[config.mk]
export PLATFORM = sky130hd
export DESIGN_NAME = oven_time_entry
export DESIGN_NICKNAME = d
export VERILOG_FILES = /design/src/rtl/oven_time_entry.sv
export SDC_FILE = /design/constraint.sdc
export NUM_CORES = 1
export LEC_CHECK = 0
export BUFFER_PORTS_ARGS = -buffer_cell sky130_fd_sc_hd__clkbuf_2
export CORE_UTILIZATION = 45
export CTS_CLUSTER_SIZE = 16
export DETAILED_ROUTE_END_ITERATION = 16
export GPL_TIMING_DRIVEN = 0
export SKIP_LAST_GASP = 1
export SYNTH_ARGS = -nofsm -noshare
export SYNTH_HDL_FRONTEND = slang
export SYNTH_SLANG_ARGS = --single-unit
[constraint.sdc]
create_clock -name clk -period 8.9 [get_ports clk]
set_clock_uncertainty 0.15 [all_clocks]
set_input_delay 0.89 -clock clk [delete_from_list [all_inputs] [get_ports clk]]
set_output_delay 0.89 -clock clk [all_outputs]
set_load 0.005 [all_outputs]
[src/rtl/oven_time_entry.sv]
// oven_time_entry
// Turns the raw board keys and switches of the oven front panel into a
// four-digit BCD cook time (mm:ss) and runs the one-second countdown.
//
// Ports
//   clk        system clock
//   rst        synchronous reset, active-high
//   key0       raw pushbutton, active-low: enter the digit on digit_sw
//   key1       raw pushbutton, active-low: start / pause / acknowledge
//   digit_sw   BCD digit to enter (values above 9 are ignored)
//   door_open  door interlock level
//   clear      clear / cancel level
//   time_bcd   {min_tens, min_ones, sec_tens, sec_ones}
//   remaining  time_bcd expressed as binary seconds (max 6039)
//   running    high while counting down
//   done       high once the countdown has reached 00:00
module oven_time_entry #(
   parameter int CLK_HZ          = 50000000,
   parameter int DEBOUNCE_CYCLES = 500000
) (
   input  logic        clk,
   input  logic        rst,
   input  logic        key0,
   input  logic        key1,
   input  logic [3:0]  digit_sw,
   input  logic        door_open,
   input  logic        clear,
   output logic [15:0] time_bcd,
   output logic [12:0] remaining,
   output logic        running,
   output logic        done
);

   localparam int PW = (CLK_HZ > 1) ? $clog2(CLK_HZ) : 1;
   localparam int DW = (DEBOUNCE_CYCLES > 1) ? $clog2(DEBOUNCE_CYCLES) : 1;
   localparam logic [PW-1:0] PRESC_LAST = PW'(CLK_HZ - 1);
   localparam logic [DW-1:0] DB_LAST    = DW'(DEBOUNCE_CYCLES - 1);

   typedef enum logic [1:0] {
      ST_IDLE,
      ST_RUN,
      ST_PAUSE,
      ST_DONE
   } state_t;

   state_t              state_q, state_d;
   logic [15:0]         time_q, time_d;
   logic [PW-1:0]       presc_q, presc_d;
   logic                running_q, done_q;

   // Key path registers, bit 0 = key0, bit 1 = key1
   logic [1:0]          sync1_q, sync2_q;
   logic [1:0]          level_q, level_d;
   logic [1:0]          press_q, press_d;
   logic [1:0][DW-1:0]  dbCnt_q, dbCnt_d;

   logic                tick;
   logic                digitOk;
   logic [15:0]         decTime;

   // BCD countdown step with borrow. Seconds fields above 59 simply count
   // down as decimal numbers; only a seconds borrow reloads the field to 59.
   function automatic logic [15:0] bcdDecrement(input logic [15:0] t);
      logic [3:0] mt, mo, st, so;
      {mt, mo, st, so} = t;
      if (so != 4'd0) begin
         so = so - 4'd1;
      end else begin
         so = 4'd9;
         if (st != 4'd0) begin
            st = st - 4'd1;
         end else begin
            st = 4'd5;
            if (mo != 4'd0) begin
               mo = mo - 4'd1;
            end else begin
               mo = 4'd9;
               mt = mt - 4'd1;
            end
         end
      end
      return {mt, mo, st, so};
   endfunction

   // Debounce: the accepted level only follows the synchronized key once it
   // has disagreed for DEBOUNCE_CYCLES samples in a row; any agreeing sample
   // restarts the count. A 1->0 change of the accepted level is a press.
   always_comb begin
      level_d = level_q;
      press_d = 2'b00;
      dbCnt_d = '0;
      for (int k = 0; k < 2; k++) begin
         if (sync2_q[k] != level_q[k]) begin
            if (dbCnt_q[k] == DB_LAST) begin
               level_d[k] = sync2_q[k];
               press_d[k] = ~sync2_q[k];
            end else begin
               dbCnt_d[k] = dbCnt_q[k] + DW'(1);
            end
         end
      end
   end

   // Key synchronizers and debounce state; synchronizers and levels reset to
   // the released level so a key held through reset still needs a full window.
   always_ff @(posedge clk) begin
      if (rst) begin
         sync1_q <= 2'b11;
         sync2_q <= 2'b11;
         level_q <= 2'b11;
         press_q <= 2'b00;
         dbCnt_q <= '0;
      end else begin
         sync1_q <= {key1, key0};
         sync2_q <= sync1_q;
         level_q <= level_d;
         press_q <= press_d;
         dbCnt_q <= dbCnt_d;
      end
   end

   assign tick    = (state_q == ST_RUN) && (presc_q == PRESC_LAST);
   assign digitOk = (digit_sw <= 4'd9);
   assign decTime = bcdDecrement(time_q);

   // Next-state logic. Priority: clear, then door, then key1, then the
   // one-second tick, then key0. The prescaler advances on every RUN cycle
   // and holds its value in every other state.
   always_comb begin
      state_d = state_q;
      time_d  = time_q;
      presc_d = presc_q;
      if (state_q == ST_RUN) begin
         presc_d = tick ? '0 : presc_q + PW'(1);
      end
      if (clear) begin
         state_d = ST_IDLE;
         time_d  = 16'h0000;
      end else begin
         unique case (state_q)
            ST_IDLE: begin
               if (press_q[1]) begin
                  if ((time_q != 16'h0000) && !door_open) begin
                     state_d = ST_RUN;
                     presc_d = '0;
                  end
               end else if (press_q[0] && digitOk) begin
                  time_d = {time_q[11:0], digit_sw};
               end
            end
            ST_RUN: begin
               if (door_open || press_q[1]) begin
                  state_d = ST_PAUSE;
               end else if (tick) begin
                  time_d = decTime;
                  if (decTime == 16'h0000) begin
                     state_d = ST_DONE;
                  end
               end
            end
            ST_PAUSE: begin
               if (press_q[1] && !door_open) begin
                  state_d = ST_RUN;
               end
            end
            ST_DONE: begin
               if (press_q[1]) begin
                  state_d = ST_IDLE;
               end else if (press_q[0]) begin
                  state_d = ST_IDLE;
                  time_d  = digitOk ? {12'h000, digit_sw} : 16'h0000;
               end
            end
            default: begin
               state_d = ST_IDLE;
            end
         endcase
      end
   end

   // State, time and status registers; status flags are registered from the
   // next state so they change on the same edge as the state itself.
   always_ff @(posedge clk) begin
      if (rst) begin
         state_q   <= ST_IDLE;
         time_q    <= 16'h0000;
         presc_q   <= '0;
         running_q <= 1'b0;
         done_q    <= 1'b0;
      end else begin
         state_q   <= state_d;
         time_q    <= time_d;
         presc_q   <= presc_d;
         running_q <= (state_d == ST_RUN);
         done_q    <= (state_d == ST_DONE);
      end
   end

   assign time_bcd = time_q;
   assign running  = running_q;
   assign done     = done_q;

   // Binary seconds straight from the BCD digits; 9*600+9*60+9*10+9 fits 13 bits.
   assign remaining = 13'(time_q[15:12]) * 13'd600
                    + 13'(time_q[11:8])  * 13'd60
                    + 13'(time_q[7:4])   * 13'd10
                    + 13'(time_q[3:0]);

endmodule

==> out/qor.yml <==
run_status:
  status: "completed"
cells_and_area:
  num-fill-cells: 1227
  layout_common_cells: "nor2_1 (108), dfxtp_1 (92), ha_1 (64), xnor2_1 (44), clkbuf_2 (41)"
  final_common_cell: "nor2_1"
  diodes: 0
  syn_to_final_growth_pct: 12.2
  drive_above_1_share_pct: 12.1
  nets: 829
die:
  core_sq_um: 12800
  die-height_um: 118
  die-area_sq_um: 13800
  initial_core_util_pct: 46.9
  rows: 41
  die_x_um: 118
  ioPinCount: 41
setup_path:
  worstSetupEndpointType: "primary output"
  crit_arrival_ps: 5260
  critical_path_class: "flop to primary output"
  cp_max_fo: 12
  crit_required_ps: 7860
  worst_setup_path_start_kind: "flop"
synth:
  synth_nets: 778
  synth_top_cells_by_area: "dfxtp_1 (31%), ha_1 (13%), nor2_1 (6.7%), xnor2_1 (6.4%), xor2_1 (5.7%)"
  syn_inst: 689
  ys_warn_count: 0
  avgSynthCellArea_sq_um: 8.73
  yosys.area.top_type: "dfxtp_1"
  ys_seq_area_share_pct: 30.6
  post-synth-top-area-fraction_pct: 30.6
  synth_edf_count: 0
  async_flop_share_pct: 0
  ys_ff_latch: 92
  synth_area_sq_um: 6010
  synth-main-ff-cell: "dfxtp_1"
  synth_cell_types: 66
power_and_ir_drop:
  power.density_nw_per_um2: 123
  peakVddDrop_uv: 134
  p_leak_uw: 0.00289
grt:
  grt_pass1_vias: 4817
  grt.total_usage_pct: 18.7
  gr-total-overflow: 0
  grt_pass1_wl_um: 21500
  antenna_found_initial: 0
  grt_max_degree: 16
sta:
  period_share_pct: 70.8
  setup_viol: 0
  max_freq_mhz: 159
  setup_tns_ps: 0
  period_needed_ps: 6300
  slew_headroom_pct: 42.3
  worst_pin_slew_ps: 859
  drv_slew: 0
  hold_ws_ps: 258
  finalHoldViolations: 0
  rsz0062_at_grt: "no"
drt:
  wirelength_um: 12600
  routedWlPerCell_um: 13.7
  drt_iter0_drc: 275
  ant_nets: 0
  met1Wirelength_um: 5830
  vias_per_cell: 5.33
  first_pass_iters: 4
  met2_length_um: 6070
  drc: 0
  vias: 4887
  wl_met3_um: 493
  top_layer_used: "met4"
clock_network:
  insertion_delay_ps: 350
  numCtsBuffers: 9
  cts.path.max_buffers: 2
  post_cts_buffers: 0
  clockRootBuffer: "clkbuf_16"
  h-tree-depth: 3
  cts.sinks: 92
  cts.hold.buffers_added: 0
  ctsResizeCount: 0
  cts_tree: "built"
  clkSlewWorstSetupHoldPaths_ps: 60
worst_hold_path:
  hold_class: "flop to flop"
flow_run:
  maxCapViolations: 0
placement:
  gp_congestion: 0.860
  io_buffers: 40
  dp_hpwl_um: 9560
[synth_stat cells, drive strengths merged, types with 6 or more instances]
master and n:
nor4 8, inv 38, nor2b 6, a21oi 32
dfxtp 92, a211oi 9, nand3 34, and3 11
or2 7, o21ai 19, ha 64, xor2 39
buf 10, nor2 108, nand2 38, nand4 16
clkbuf 10, xnor2 44, nor3 18, fa 15
[metrics by stage]
stage          cells  cell area, sq um  power (uW)  setup WS [ps]  util, %
3_5_place_dp     901              6430         436           2920     50.1
2_1_floorplan    689              6010         431           3530        -
5_1_grt          917              6750         857           2260     52.6
3_3_place_gp     901              6430         436           2970     50.1
6_report         917              6750         832           2600     52.6
4_1_cts          917              6750         838           2540     52.6
[where the power goes]
group          switching [uW]  internal [uW]  leakage [uW]  total [uW]
clock network             163            242      0.000157         405
registers               0.638            413      0.000742         413
logic                    8.18           5.35       0.00199        13.5
[final cells by class]
type / instances / area [sq um] / area share (%)
clock buffer: 12 / 267 / 3.95
clock inverter: 4 / 53.8 / 0.797
buffer: 21 / 141 / 2.09
timing repair buffer: 40 / 200 / 2.97
multi-input combinational: 538 / 3890 / 57.6
tap: 172 / 215 / 3.19
sequential: 92 / 1840 / 27.3
inverter: 38 / 143 / 2.11
[flip-flops by register name, indices dropped and copies added, names as in the netlist]
signal,count
sync1_q,2
dbCnt_q,38
state_q,2
press_q,2
done,1
level_q,2
running,1
sync2_q,2
presc_q,26
time_bcd,16
[critical path, stage by stage (launching register included)]
cell	delay (ps)
dfxtp_1	660
fa_1	550
fa_1	490
ha_1	300
a21o_1	160
a21oi_1	220
xnor2_1	170
fa_1	440
ha_1	310
ha_1	370
nand3_1	110
o211ai_1	110
o41ai_1	490
o21ai_0	240
xnor2_1	170
clkbuf_2	130
[path summary, 6_finish.rpt]
kind	depth (start not counted)	to	from	slack, ps
setup / recovery	15	remaining[12]	time_bcd[10]	2600
hold / removal	1	sync2_q[0]	sync1_q[0]	260
setup reg to reg	9	running	time_bcd[10]	6080
hold reg to reg	1	sync2_q[0]	sync1_q[0]	260
[kinds of logic after synthesis]
family / after synthesis / synth area share, %
flops: 92 / 30.6
compound gates: 98 / 10.7
fa+ha+maj: 79 / 18.3
mux: 3 / 0.541
simple gates: 275 / 23.1
buf+inv: 59 / 4.72
xor+xnor: 83 / 12.1
[routing by layer]
layer	vias to the layer above	track usage (%)
met4	0	5.61
met1	2308	23.7
li1	2477	-
met2	88	31.9
met3	14	3.59
met5	-	0
Power figures use the tool's default switching activity.
